### src/rtl/uart_arb_pkg.sv
`default_nettype none
// ============================================================================
//  Module   : uart_arb_pkg
//  Purpose  : Shared types and helpers for the UART TX arbiter: FSM state
//             encoding, watchdog width and the round-robin pick function.
//  Revision : 1.0 - initial release
// ============================================================================
package uart_arb_pkg;

  typedef enum logic [0:0] {
    ST_IDLE = 1'b0,
    ST_BUSY = 1'b1
  } state_t;

  localparam int WD_W    = 16;
  localparam int MAX_REQ = 8;

  // First set bit of 'valid' at or above 'ptr', wrapping modulo n; one-hot.
  function automatic logic [MAX_REQ-1:0] rr_pick(input logic [MAX_REQ-1:0] valid,
                                                  input logic [2:0]         ptr,
                                                  input int                 n);
    logic [MAX_REQ-1:0] choice;
    logic               found;
    int                 slot;
    choice = '0;
    found  = 1'b0;
    for (int k = 0; k < MAX_REQ; k++) begin
      slot = (int'(ptr) + k) % n;
      if ((k < n) && !found && valid[slot[2:0]]) begin
        choice[slot[2:0]] = 1'b1;
        found             = 1'b1;
      end
    end
    return choice;
  endfunction

endpackage
`default_nettype wire

### src/rtl/rr_arbiter.sv
`default_nettype none
// ============================================================================
//  Module   : rr_arbiter
//  Purpose  : Round-robin requester selection. Produces a combinational
//             one-hot pick and owns the priority pointer, which moves just
//             past the departing owner whenever a grant is released.
//  Revision : 1.0 - initial release
// ============================================================================
module rr_arbiter
  import uart_arb_pkg::*;
#(
  parameter int NUM_REQ = 4,
  parameter int PTR_W   = $clog2(NUM_REQ)
) (
  input  logic               clk,
  input  logic               reset,
  input  logic [NUM_REQ-1:0] req_valid,
  input  logic               advance,
  input  logic [PTR_W-1:0]   owner,
  output logic [NUM_REQ-1:0] pick
);

  logic [PTR_W-1:0]   rr_ptr;
  logic [MAX_REQ-1:0] pick_full;
  logic               unused_pick;

  // Search upward from the pointer, wrapping, for the first valid requester.
  always_comb begin
    pick_full = rr_pick(MAX_REQ'(req_valid), 3'(rr_ptr), NUM_REQ);
  end

  assign pick        = pick_full[NUM_REQ-1:0];
  assign unused_pick = ^pick_full;

  // Pointer register: on release, the requester after the owner gets priority.
  always_ff @(posedge clk) begin
    if (!reset) begin
      rr_ptr <= '0;
    end else if (advance) begin
      rr_ptr <= (owner == PTR_W'(NUM_REQ - 1)) ? '0 : owner + PTR_W'(1);
    end
  end

endmodule
`default_nettype wire

### src/rtl/uart_tx_arbiter.sv
`default_nettype none
// ============================================================================
//  Module   : uart_tx_arbiter
//  Purpose  : Message-atomic round-robin sharing of one uart_tx6 FIFO among
//             NUM_REQ byte streams, with a watchdog that revokes a grant
//             when the owner stalls mid-message.
//  Revision : 1.0 - initial release
// ============================================================================
module uart_tx_arbiter
  import uart_arb_pkg::*;
#(
  parameter int NUM_REQ = 4,
  parameter int TIMEOUT = 1024
) (
  input  logic                 clk,
  input  logic                 reset,
  input  logic [NUM_REQ-1:0]   req_valid,
  input  logic [NUM_REQ-1:0]   req_last,
  input  logic [8*NUM_REQ-1:0] req_data,
  output logic [NUM_REQ-1:0]   req_ready,
  output logic [NUM_REQ-1:0]   grant,
  input  logic                 tx_full,
  output logic [7:0]           tx_data,
  output logic                 tx_write,
  output logic                 busy,
  output logic                 timeout_err
);

  localparam int              PTR_W    = $clog2(NUM_REQ);
  localparam logic [WD_W-1:0] WD_LIMIT = WD_W'(TIMEOUT - 1);

  state_t             state, state_nxt;
  logic [NUM_REQ-1:0] grant_nxt;
  logic [NUM_REQ-1:0] pick;
  logic [WD_W-1:0]    wd, wd_nxt;
  logic               to_nxt;
  logic               advance;
  logic [PTR_W-1:0]   owner;
  logic               own_valid;
  logic               own_last;
  logic [7:0]         own_data;

  rr_arbiter #(
    .NUM_REQ (NUM_REQ),
    .PTR_W   (PTR_W)
  ) u_rr (
    .clk       (clk),
    .reset     (reset),
    .req_valid (req_valid),
    .advance   (advance),
    .owner     (owner),
    .pick      (pick)
  );

  // Decode the one-hot grant into an index and select the owner's stream.
  always_comb begin
    owner     = '0;
    own_valid = 1'b0;
    own_last  = 1'b0;
    own_data  = 8'h00;
    for (int i = 0; i < NUM_REQ; i++) begin
      if (grant[i]) begin
        owner     = PTR_W'(i);
        own_valid = req_valid[i];
        own_last  = req_last[i];
        own_data  = req_data[8*i +: 8];
      end
    end
  end

  // Next-state, watchdog and ready/write gating; writes are never issued
  // while the FIFO reports full, so it cannot overflow.
  always_comb begin
    state_nxt = state;
    grant_nxt = grant;
    wd_nxt    = wd;
    to_nxt    = 1'b0;
    advance   = 1'b0;
    req_ready = '0;
    tx_write  = 1'b0;
    tx_data   = 8'h00;
    case (state)
      ST_IDLE: begin
        if (|req_valid) begin
          grant_nxt = pick;
          wd_nxt    = '0;
          state_nxt = ST_BUSY;
        end
      end
      ST_BUSY: begin
        req_ready = grant & {NUM_REQ{~tx_full}};
        if (own_valid && !tx_full) begin
          tx_write = 1'b1;
          tx_data  = own_data;
          wd_nxt   = '0;
          if (own_last) begin
            state_nxt = ST_IDLE;
            grant_nxt = '0;
            advance   = 1'b1;
          end
        end else if (!own_valid) begin
          // Blocked-by-full cycles fall through here untouched: wd holds.
          if (wd == WD_LIMIT) begin
            state_nxt = ST_IDLE;
            grant_nxt = '0;
            wd_nxt    = '0;
            advance   = 1'b1;
            to_nxt    = 1'b1;
          end else begin
            wd_nxt = wd + WD_W'(1);
          end
        end
      end
      default: begin
        state_nxt = ST_IDLE;
        grant_nxt = '0;
      end
    endcase
  end

  // State, grant, watchdog and timeout pulse registers.
  always_ff @(posedge clk) begin
    if (!reset) begin
      state       <= ST_IDLE;
      grant       <= '0;
      wd          <= '0;
      timeout_err <= 1'b0;
    end else begin
      state       <= state_nxt;
      grant       <= grant_nxt;
      wd          <= wd_nxt;
      timeout_err <= to_nxt;
    end
  end

  assign busy = (state == ST_BUSY);

endmodule
`default_nettype wire

### config.mk
export PLATFORM = sky130hd
export DESIGN_NAME = uart_tx_arbiter
export DESIGN_NICKNAME = d
export VERILOG_FILES = /design/src/rtl/uart_arb_pkg.sv /design/src/rtl/rr_arbiter.sv /design/src/rtl/uart_tx_arbiter.sv
export SDC_FILE = /design/constraint.sdc
export NUM_CORES = 1
export LEC_CHECK = 0
export BUFFER_PORTS_ARGS = -buffer_cell sky130_fd_sc_hd__buf_4
export CAP_MARGIN = 20
export CORE_MARGIN = 3
export CORE_UTILIZATION = 55
export DETAILED_ROUTE_END_ITERATION = 12
export PLACE_DENSITY = 0.85
export SYNTH_ARGS = -nofsm -noshare
export SYNTH_HDL_FRONTEND = slang
export SYNTH_HIERARCHICAL = 1
export SYNTH_SLANG_ARGS = --single-unit
export TNS_END_PERCENT = 100
### constraint.sdc
create_clock -name clk -period 6.1 [get_ports clk]
set_input_delay 0.61 -clock clk [delete_from_list [all_inputs] [get_ports clk]]
set_output_delay 0.61 -clock clk [all_outputs]
set_load 0.01 [all_outputs]
==> implementation parameters, run 1 <==
Parameter                              Value

Critical path
  Worst EP arrival    2.44 ns
  Launch point of the worst path    grant[1]
  Worst Path Required    5.49 ns
  Largest fanout on the critical path    16
  Critical path start-end classification    reg -> out
  Start of the worst register-to-register path    grant[1]
  Nature of the critical path endpoint    output pin
  Number of cell instances on the worst register-to-register path    6
  R2R Setup Slk    3.71 ns
  Startpoint type of the worst setup path    register

Die
  Area of the die    4130 µm²
  Initial Util    59.2%
  Die height    64.3 µm
  Overall die width    64.3 µm
  Core region area    3150 µm²
  Number of top-level design ports    62
  Total number of placement rows    20

STA
  Unrepaired setup endpoints after global routing    false
  Worst Hold Slack    0.493 ns
  Setup WS post-layout    3.05 ns
  Maximum clock frequency    328 MHz
  Final-report max-slew violation count    0
  Worst slew margin    58.6%
  Transition time at the pin with the least slew margin    0.620 ns
  Setup violators final    0
  Final Hold Fails    0
  Setup TNS after final layout    0 ns
  Time the final worst path needs with I/O delays and setup    3.05 ns
  Tcrit/Tclk final    49.9%
  Clock skew    0.0119 ns

Synthesis
  Asr flop ratio synth    0%
  Leading area contributor after synthesis    dfxtp_1
  Syn Inst Count    240
  Number of distinct library cells after synthesis    55
  Largest cells by area after synthesis    dfxtp_1 (26%), nand2_1 (5.8%), ha_1 (5.4%)
  Share of Yosys cell area claimed by the top area cell type    25.7%
  Count of flip-flops with a built-in enable after synthesis    0
  Most common flop cell mapped by yosys    dfxtp_1
  Ys Warns    6
  Netlist Area Pre-Place    1870 µm²
  Average instance area after synthesis    7.78 µm²
  Mapped Nets    291
  Seq/Total Area, Yosys    25.7%
  Synthesis-stage register bit count    24

Place
  Global placer's final weighted congestion    0.851
  Total of buffers placed on input and output ports    61
  DP Wirelength    4.15 mm
  Pre-CTS worst setup slack    3.44 ns

Cells and area
  Most common library cell in the layout ignoring fill and taps    buf_4
  Final core utilization    75.2%
  Antenna diode count    0
  Most frequent cells in the layout    buf_4 (61), nand2_1 (29), dfxtp_1 (24)
  Ratio of cells with drive above 1 in the final layout    25.1%
  Number of fill cells in the layout    274
  Total Nets Final    347
  Area growth from synthesis to layout    26.9%

Global routing
  Antenna violations before repair    0
  Gr usage total    27.8%
  Congestion Overflow GR    0
  Number of global-route vias before repair    1984
  Pin count of the biggest net entering global routing    19
  Wire length of the first global-routing pass    9.38 mm

Worst hold path
  Worst Hold Class    reg -> reg
  Origin of the worst min-delay path    wd[9]
  Number of instances on the worst hold path    2

Pwr
  Post-layout power    0.331 mW
  Pwr per Cell Area    140 nW/µm²
  IR drop worst, VDD    158 µV
  Static leakage power    0.942 nW

Clocking
  Clock tree from TritonCTS    built
  Clock-pin slew on the worst setup and hold paths    0.14 ns
  Number of instances resized during post-cts repair    0
  Post-CTS Hold Fix Bufs    0
  Source-to-sink clock delay at the later pin of the worst-skew pair    0.33 ns
  Number of buffers inserted during clock tree synthesis    3
  Number of sinks driven by the clock tree    24
  Buffer type at the clock tree root    clkbuf_4
  H-tree lvl count    1
  # Post-CTS Setup Buffers    0
  Max Buffers Root-to-Sink    2

Detailed routing
  Via total after detailed routing    2179
  Final routed wire length divided by cell count    16.3 µm
  Via count normalized by instance count    6.43
  Total routed wirelength    5.54 mm
  DRT Pass-1 Iters    4
  Drt drc    0
  First DRT Iteration DRCs    164
  Routed Antenna Nets    0

Outcome
  Result of the run    complete, no violations

Run
  Max Cap Violations    0
==> cell families after synthesis <==
kind of cell	count (synthesis)	synth area share (%)
AOI/OAI and AO/OA	71	28.5
xor gates and xnor gates	1	0.469
adders and majority gates	8	5.36
buffers and inverters	22	4.89
DFF	24	25.7
muxes	5	4.02
and+or+nand+nor	109	31.1
==> path summary, 6_finish.rpt <==
| check | to |
|---|---|
| worst max register to register | u_rr/rr_ptr[0] |
| worst max-delay path | tx_data[5] |
| worst min-delay path | wd[9] |
| worst min register to register | wd[9] |
==> worst max-delay path: stages (launching register included) <==
cell      delay (ns)
dfxtp_1         0.67
nand2_1         0.16
a311oi_2        0.52
nand2_1         0.33
nor3_1          0.27
buf_4           0.15
==> metal layers <==
metal	track usage, %	up-vias	part of all wire [%]
met4	5.28	0	1.1
li1	-	1056	-
met1	37.0	1015	42
met5	0	-	0
met3	4.75	9	7.4
met2	47.3	99	49
==> registers in the layout (all words and copies together), names as in the netlist <==
register / flops
grant: 4
wd: 16
timeout_err: 1
busy: 1
u_rr/rr_ptr: 2
==> per-stage QoR <==
step	cells	area [µm²]
floorplan	240	1870
global placement	335	2330
detailed placement	335	2330
CTS	339	2370
global route	339	2370
finish	339	2370
==> cell type report <==
cell class | count | area (µm²) | area share, %
sequential | 24 | 480 | 20.3
tap | 44 | 55.1 | 2.32
multi-input combinational | 194 | 1300 | 54.7
clock buffer | 4 | 36.3 | 1.53
inverter | 12 | 45.0 | 1.90
timing repair buffer | 61 | 458 | 19.3
==> report_power, final <==
group	internal, mW	total, mW	switching [mW]
combinational	0.0390	0.0787	0.0397
clock	0.0366	0.0875	0.0509
sequential	0.159	0.165	0.00523
total	0.235	0.331	0.0958
==> cells in the mapped netlist, types with 4 or more instances <==
master    number
o22ai_1       10
dfxtp_1       24
or4_1          5
inv_1         11
and3_1         7
nand3_1       15
a21oi_1       12
a221oi_1       8
nand2_1       29
o21ai_1        4
o21ai_0        4
clkbuf_1       5
nor3b_1        4
nand4_1        5
nor2b_1        4
a221o_1        4
nor3_1        14
ha_1           8
o31ai_1        6
nor4_1         4
nor2_1        10
Power figures use the tool's default switching activity.
==> inputs of run 2 (changes only) <==
Settings changed: CORE_UTILIZATION 55 to 46, PLACE_DENSITY 0.85 to 0.76.
Clock period 6.1 ns to 2.5 ns, I/O delays scaled along.
==> run 2 against run 1 <==
Largest cell class unchanged; cell count grew 2.7%; clock power grew to 3.9 times the previous value; die area grew 18%; flip-flop and latch count is the same; combinational power grew to 2.5 times the previous value.
==> implementation parameters, run 2 (same netlist as run 1, synthesis figures left out) <==
Parameter                              Value

Critical path
  Critical R2R Capture    grant[1]
  Startpoint type of the worst setup path    register
  Number of cell instances on the worst register-to-register path    5 (-1)
  R2R Setup Slk    0.49 ns (-3.22 ns)
  Nature of the critical path endpoint    output pin
  Start of the worst register-to-register path    grant[2]
  Critical path start-end classification    reg -> out
  Worst Path Required    2.25 ns (-3.24 ns)
  Largest fanout on the critical path    9 (-7)
  Worst EP arrival    1.96 ns (-0.48 ns)

Clocking
  Source-to-sink clock delay at the later pin of the worst-skew pair    0.26 ns (-0.07 ns)
  Clock-pin slew on the worst setup and hold paths    0.08 ns (-0.06 ns)
  Clock tree from TritonCTS    built
  H-tree lvl count    1 (unchanged)
  Number of instances resized during post-cts repair    0 (unchanged)
  Buffer type at the clock tree root    clkbuf_8
  # Post-CTS Setup Buffers    0 (unchanged)
  Post-CTS Hold Fix Bufs    0 (unchanged)
  Number of sinks driven by the clock tree    24 (unchanged)
  Number of buffers inserted during clock tree synthesis    3 (unchanged)
  Max Buffers Root-to-Sink    2 (unchanged)

Cells and area
  Post-Layout Inst Area    2450 µm² (+3.3%)
  Most frequent cells in the layout    buf_4 (66), nand2_1 (29), dfxtp_1 (24)
  Max reg flops    16 (unchanged)
  Top reg by flops    wd
  Area growth from synthesis to layout    31.1%
  Ratio of cells with drive above 1 in the final layout    26.3% (+1.2 points)
  Most common library cell in the layout ignoring fill and taps    buf_4
  Total Nets Final    352 (+1.4%)
  Biggest registers after layout    wd: 16 flops, grant: 4 flops, u_rr/rr_ptr: 2 flops
  Antenna diode count    0 (unchanged)

Global routing
  Pin count of the biggest net entering global routing    19 (unchanged)
  Number of global-route vias before repair    1958 (-1.3%)
  Gr usage total    21.8% (-6.0 points)
  Wire length of the first global-routing pass    9.08 mm (-3.2%)
  Congestion Overflow GR    0 (unchanged)
  Antenna violations before repair    0 (unchanged)

Place
  DP Wirelength    4.01 mm (-3.3%)
  Total of buffers placed on input and output ports    61 (unchanged)
  Global placer's final weighted congestion    0.829 (-2.6%)
  Placed cell area    2380 µm² (+1.8%)

STA
  Tcrit/Tclk final    88.4%
  Final-report max-slew violation count    0 (unchanged)
  Setup violators final    0 (unchanged)
  Setup TNS after final layout    0 ns (unchanged)
  Clock skew    0.00140 ns (-0.0105 ns)
  Transition time at the pin with the least slew margin    0.637 ns (+0.0172 ns)
  Maximum clock frequency    453 MHz
  Time the final worst path needs with I/O delays and setup    2.21 ns
  Worst slew margin    57.5% (-1.1 points)
  Final Hold Fails    0 (unchanged)
  Unrepaired setup endpoints after global routing    false

Detailed routing
  Routed Antenna Nets    0 (unchanged)
  Total routed wirelength    5.43 mm (-2.0%)
  DRT Pass-1 Iters    4 (unchanged)
  Via count normalized by instance count    6.11 (-4.9%)
  Final routed wire length divided by cell count    15.6 µm (-4.5%)
  Drt drc    0 (unchanged)
  Via total after detailed routing    2128 (-2.3%)
  First DRT Iteration DRCs    182 (+11%)

Die
  Overall die width    69.7 µm (+8.5%)
  Die height    69.7 µm (+8.5%)
  Initial Util    49.2% (-10 points)
  Total number of placement rows    22 (+10%)
  Core region area    3800 µm² (+20%)
  Area of the die    4860 µm² (+18%)
  Number of top-level design ports    62 (unchanged)

Pwr
  IR drop worst, VDD    391 µV (+150%)
  Static leakage power    0.983 nW (+4.4%)
  Post-layout power    0.935 mW (+180%)
  Pwr per Cell Area    382 nW/µm² (+170%)

Run
  Max Cap Violations    0 (unchanged)

Worst hold path
  Worst Hold Class    in -> reg
  Number of instances on the worst hold path    2 (unchanged)
  Origin of the worst min-delay path    reset
  End point of the worst hold path    wd[10]

Outcome
  Result of the run    complete, no violations
[run 2: cell types whose count changed in the layout (fill, tap and decap cells not counted)]
cell	previous run	this run
buf_4	61	66
bufinv_16	0	1
clkbuf_8	1	3
clkbuf_4	3	0
[run 2: stage by stage]
step,util [%],setup WS [ns],hold WS [ns],std cells
6_report,64.5,0.291,0.317,348
5_1_grt,64.5,0.0464,0.318,348
4_1_cts,64.5,0.269,0.311,348
3_5_place_dp,62.6,0.513,0.476,344
3_3_place_gp,62.6,0.538,0.468,344
2_1_floorplan,-,0.497,0.378,240
[run 2: power by group]
part / internal [mW] / switching (mW)
clock: 0.214 / 0.125
sequential: 0.388 / 0.00850
combinational: 0.0995 / 0.100
total: 0.702 / 0.233
[run 2: layout make-up]
type                       instances  area, µm²
fill                             342       1350
multi-input combinational        194       1300
timing repair buffer              66        495
sequential                        24        480
tap                               48       60.1
inverter                          12       45.0
clock buffer                       3       41.3
clock inverter                     1       30.0
[run 2: metal layers]
layer	wire length (µm)	global-route usage, %	vias up
li1	-	-	1065
met4	47	3.62	0
met5	0	0	-
met1	2440	29.7	992
met2	2650	36.7	65
met3	290	3.62	6
[run 2: how the worst max path moves through the flow]
stage	startpoint	to	cells after the start	slack, ns
6_report	grant[1]	tx_data[7]	5	0.29
5_1_grt	grant[1]	tx_data[7]	5	0.05
4_1_cts	grant[3]	tx_data[6]	5	0.27
3_5_place_dp	req_valid[2]	grant[1]	6	0.51
3_3_place_gp	req_valid[2]	grant[1]	6	0.54
2_1_floorplan	u_rr/rr_ptr[0]	grant[3]	9	0.50
[run 2: critical path, cell delays in order, from the launching register on]
cell,delay (ns)
dfxtp_1,0.41
nand2_1,0.11
a311oi_2,0.45
nand2_1,0.31
nor3_1,0.26
buf_4,0.15
==> inputs of run 3 (changes only) <==
==> constraint.sdc (replaced) <==
create_clock -name clk -period 2.5 [get_ports clk]
set_input_delay 0.75 -clock clk [delete_from_list [all_inputs] [get_ports clk]]
set_output_delay 0.75 -clock clk [all_outputs]
set_load 0.01 [all_outputs]
==> run 3 against run 2 <==
The run now ends with setup timing left; maximum frequency shrank 15%; first-iteration DRC count shrank 4.4%; hold slack gained 0.17 ns.
==> implementation parameters, run 3 (same netlist as run 1, synthesis figures left out) <==
Parameter                              Value

Outcome
  Result of the run    finished, violations left
  Violated checks    setup timing

Cells and area
  Ratio of cells with drive above 1 in the final layout    36.4% (+10 points)
  Fin cells    367 (+5.5%)
  Max reg flops    16 (unchanged)
  Area growth from synthesis to layout    47.0%
  Antenna diode count    0 (unchanged)
  Top reg by flops    wd
  Biggest registers after layout    wd: 16 flops, grant: 4 flops, u_rr/rr_ptr: 2 flops
  Final core utilization    72.3% (+7.8 points)
  Total Nets Final    371 (+5.4%)
  Most frequent cells in the layout    buf_4 (79), nand2_1 (27), dfxtp_1 (23)
  Most common library cell in the layout ignoring fill and taps    buf_4
  Number of fill cells in the layout    304 (-11%)

Global routing
  Gr usage total    22.9% (+1.1 points)
  Number of global-route vias before repair    2027 (+3.5%)
  Congestion Overflow GR    0 (unchanged)
  Wire length of the first global-routing pass    9.40 mm (+3.5%)
  Antenna violations before repair    0 (unchanged)
  Pin count of the biggest net entering global routing    18 (-1)

Pwr
  Clock power frac    34.2% (-2.0 points)
  Static leakage power    1.12 nW (+14%)
  Switching share of power    26.3% (+1.3 points)
  Combinational Power Share    25.9% (+4.5 points)
  Flop pwr share    39.9% (-2.5 points)
  Switching power    0.260 mW (+11%)
  Cell internal power dissipation    0.730 mW (+3.9%)
  Pwr per Cell Area    360 nW/µm² (-5.7%)
  IR drop worst, VDD    342 µV (-13%)

Critical path
  Startpoint type of the worst setup path    input pin
  Crit-path cells    buf_6, nand3b_1, a311oi_4, nand2_4, nor3_4, buf_6
  Nature of the critical path endpoint    output pin
  Largest delay contributor family on the critical path    simple AND/OR/NAND/NOR gates
  Largest fanout on the critical path    4 (-5)
  Buffering stage count on the worst path with inverters included    2 (+1)
  Slowest cell on the critical path    a311oi_4
  Worst Path Required    1.75 ns (-0.50 ns)
  Largest stage delay on the critical path    0.41 ns (-0.04 ns)
  Worst EP arrival    1.85 ns (-0.11 ns)
  Critical path start-end classification    in -> out
  Crit-path most repeated cell    buf_6

STA
  Clock skew    0.00284 ns (+0.00144 ns)
  Maximum clock frequency    385 MHz (-15%)
  Transition time at the pin with the least slew margin    0.494 ns (-0.144 ns)
  Final-report max-slew violation count    0 (unchanged)
  Tcrit/Tclk final    104% (+16 points)
  Setup TNS after final layout    -0.550 ns (-0.550 ns)
  Worst slew margin    66.2% (+8.7 points)
  Setup WS post-layout    -0.0978 ns (-0.388 ns)
  Final Hold Fails    0 (unchanged)
  Time the final worst path needs with I/O delays and setup    2.60 ns (+0.388 ns)
  Worst Hold Slack    0.488 ns (+0.171 ns)
  Unrepaired setup endpoints after global routing    true
  Setup violators final    8 (+8)

Die
  Overall die width    69.7 µm (unchanged)
  Core region area    3800 µm² (unchanged)
  Total number of placement rows    22 (unchanged)
  Die height    69.7 µm (unchanged)
  Area of the die    4860 µm² (unchanged)
  Number of top-level design ports    62 (unchanged)
  Initial Util    49.2% (unchanged)

Place
  Global placer's final weighted congestion    0.802 (-3.3%)
  Pre-CTS worst setup slack    -0.165 ns (-0.679 ns)
  Total of buffers placed on input and output ports    61 (unchanged)
  Cell total after placement    357 (+3.8%)
  DP Wirelength    4.11 mm (+2.5%)

Clocking
  Post-CTS Hold Fix Bufs    0 (unchanged)
  Number of buffers inserted during clock tree synthesis    3 (unchanged)
  H-tree lvl count    1 (unchanged)
  Buffer type at the clock tree root    clkbuf_8
  Source-to-sink clock delay at the later pin of the worst-skew pair    0.27 ns (about the same)
  Number of sinks driven by the clock tree    24 (unchanged)
  Clock tree from TritonCTS    built
  Clock-pin slew on the worst setup and hold paths    0.08 ns (about the same)
  Max Buffers Root-to-Sink    2 (unchanged)

Worst hold path
  Worst Hold Class    reg -> reg

Run
  Max Cap Violations    0 (unchanged)

Detailed routing
  Routed Antenna Nets    0 (unchanged)
  First DRT Iteration DRCs    174 (-4.4%)
  DRT Pass-1 Iters    4 (unchanged)
  Final routed wire length divided by cell count    16.0 µm (+2.5%)
  Via count normalized by instance count    6.18 (+1.1%)
  Drt drc    0 (unchanged)
  Via total after detailed routing    2269 (+6.6%)
  Total routed wirelength    5.87 mm (+8.1%)
run 3: cell count changes in the layout (fill, tap and decap cells not counted), moves of 2 or more:
cell / previous run / this run
nand2_1: 29 / 27
nor3_1: 14 / 6
nand2_4: 0 / 3
nor3_2: 0 / 5
buf_6: 0 / 5
nor3_4: 0 / 3
buf_4: 66 / 79
run 3: worst min-delay path, cell delays in order (launching register included):
cell,delay [ns]
dfxtp_1,0.33
o31ai_1,0.06
a21oi_1,0.06
run 3: worst paths after layout:
kind,endpoint,from,slack (ns),depth (start not counted)
worst max register to register,u_rr/rr_ptr[0],grant[1],0.13,9
worst max-delay path,tx_data[7],req_valid[0],-0.1,6
worst min-delay path,wd[9],wd[9],0.49,2
worst min register to register,wd[9],wd[9],0.49,2
run 3: through the flow:
step	cell area, µm²	total power, mW
after floorplan	1870	0.510
after global placement	2470	0.621
after detailed placement	2470	0.623
after CTS	2670	0.984
after global routing	2750	1.04
final	2750	0.989
run 3: final cells by class:
class | instances | area [µm²] | share of cell area (%)
clock inverter | 1 | 30.0 | 1.09
inverter | 12 | 46.3 | 1.69
clock buffer | 3 | 41.3 | 1.50
sequential | 24 | 482 | 17.5
multi-input combinational | 195 | 1440 | 52.3
timing repair buffer | 84 | 649 | 23.6
tap | 48 | 60.1 | 2.19
run 3: repair_timing:
action,in CTS,in global routing
gates cloned,1,0
hold endpoints to repair,0,0
endpoints found under the setup margin,9,15
pin swaps,12,7
gates resized for setup,18,16
buffers inserted,4,2
run 3: routing by layer:
metal	global-route usage [%]	wire length, µm	vias up
met4	5.32	120	0
li1	-	-	1101
met1	31.2	2510	1076
met3	3.91	381	14
met5	0	0	-
met2	37.7	2860	78
run 3: power groups by stage:
stage                     sequential (mW)  clock [mW]  combinational (mW)
after global placement              0.403           0               0.218
after floorplan                     0.405           0               0.104
after global routing                0.396       0.364               0.277
final                               0.395       0.339               0.256
after detailed placement            0.403           0               0.220
after CTS                           0.394       0.351               0.240
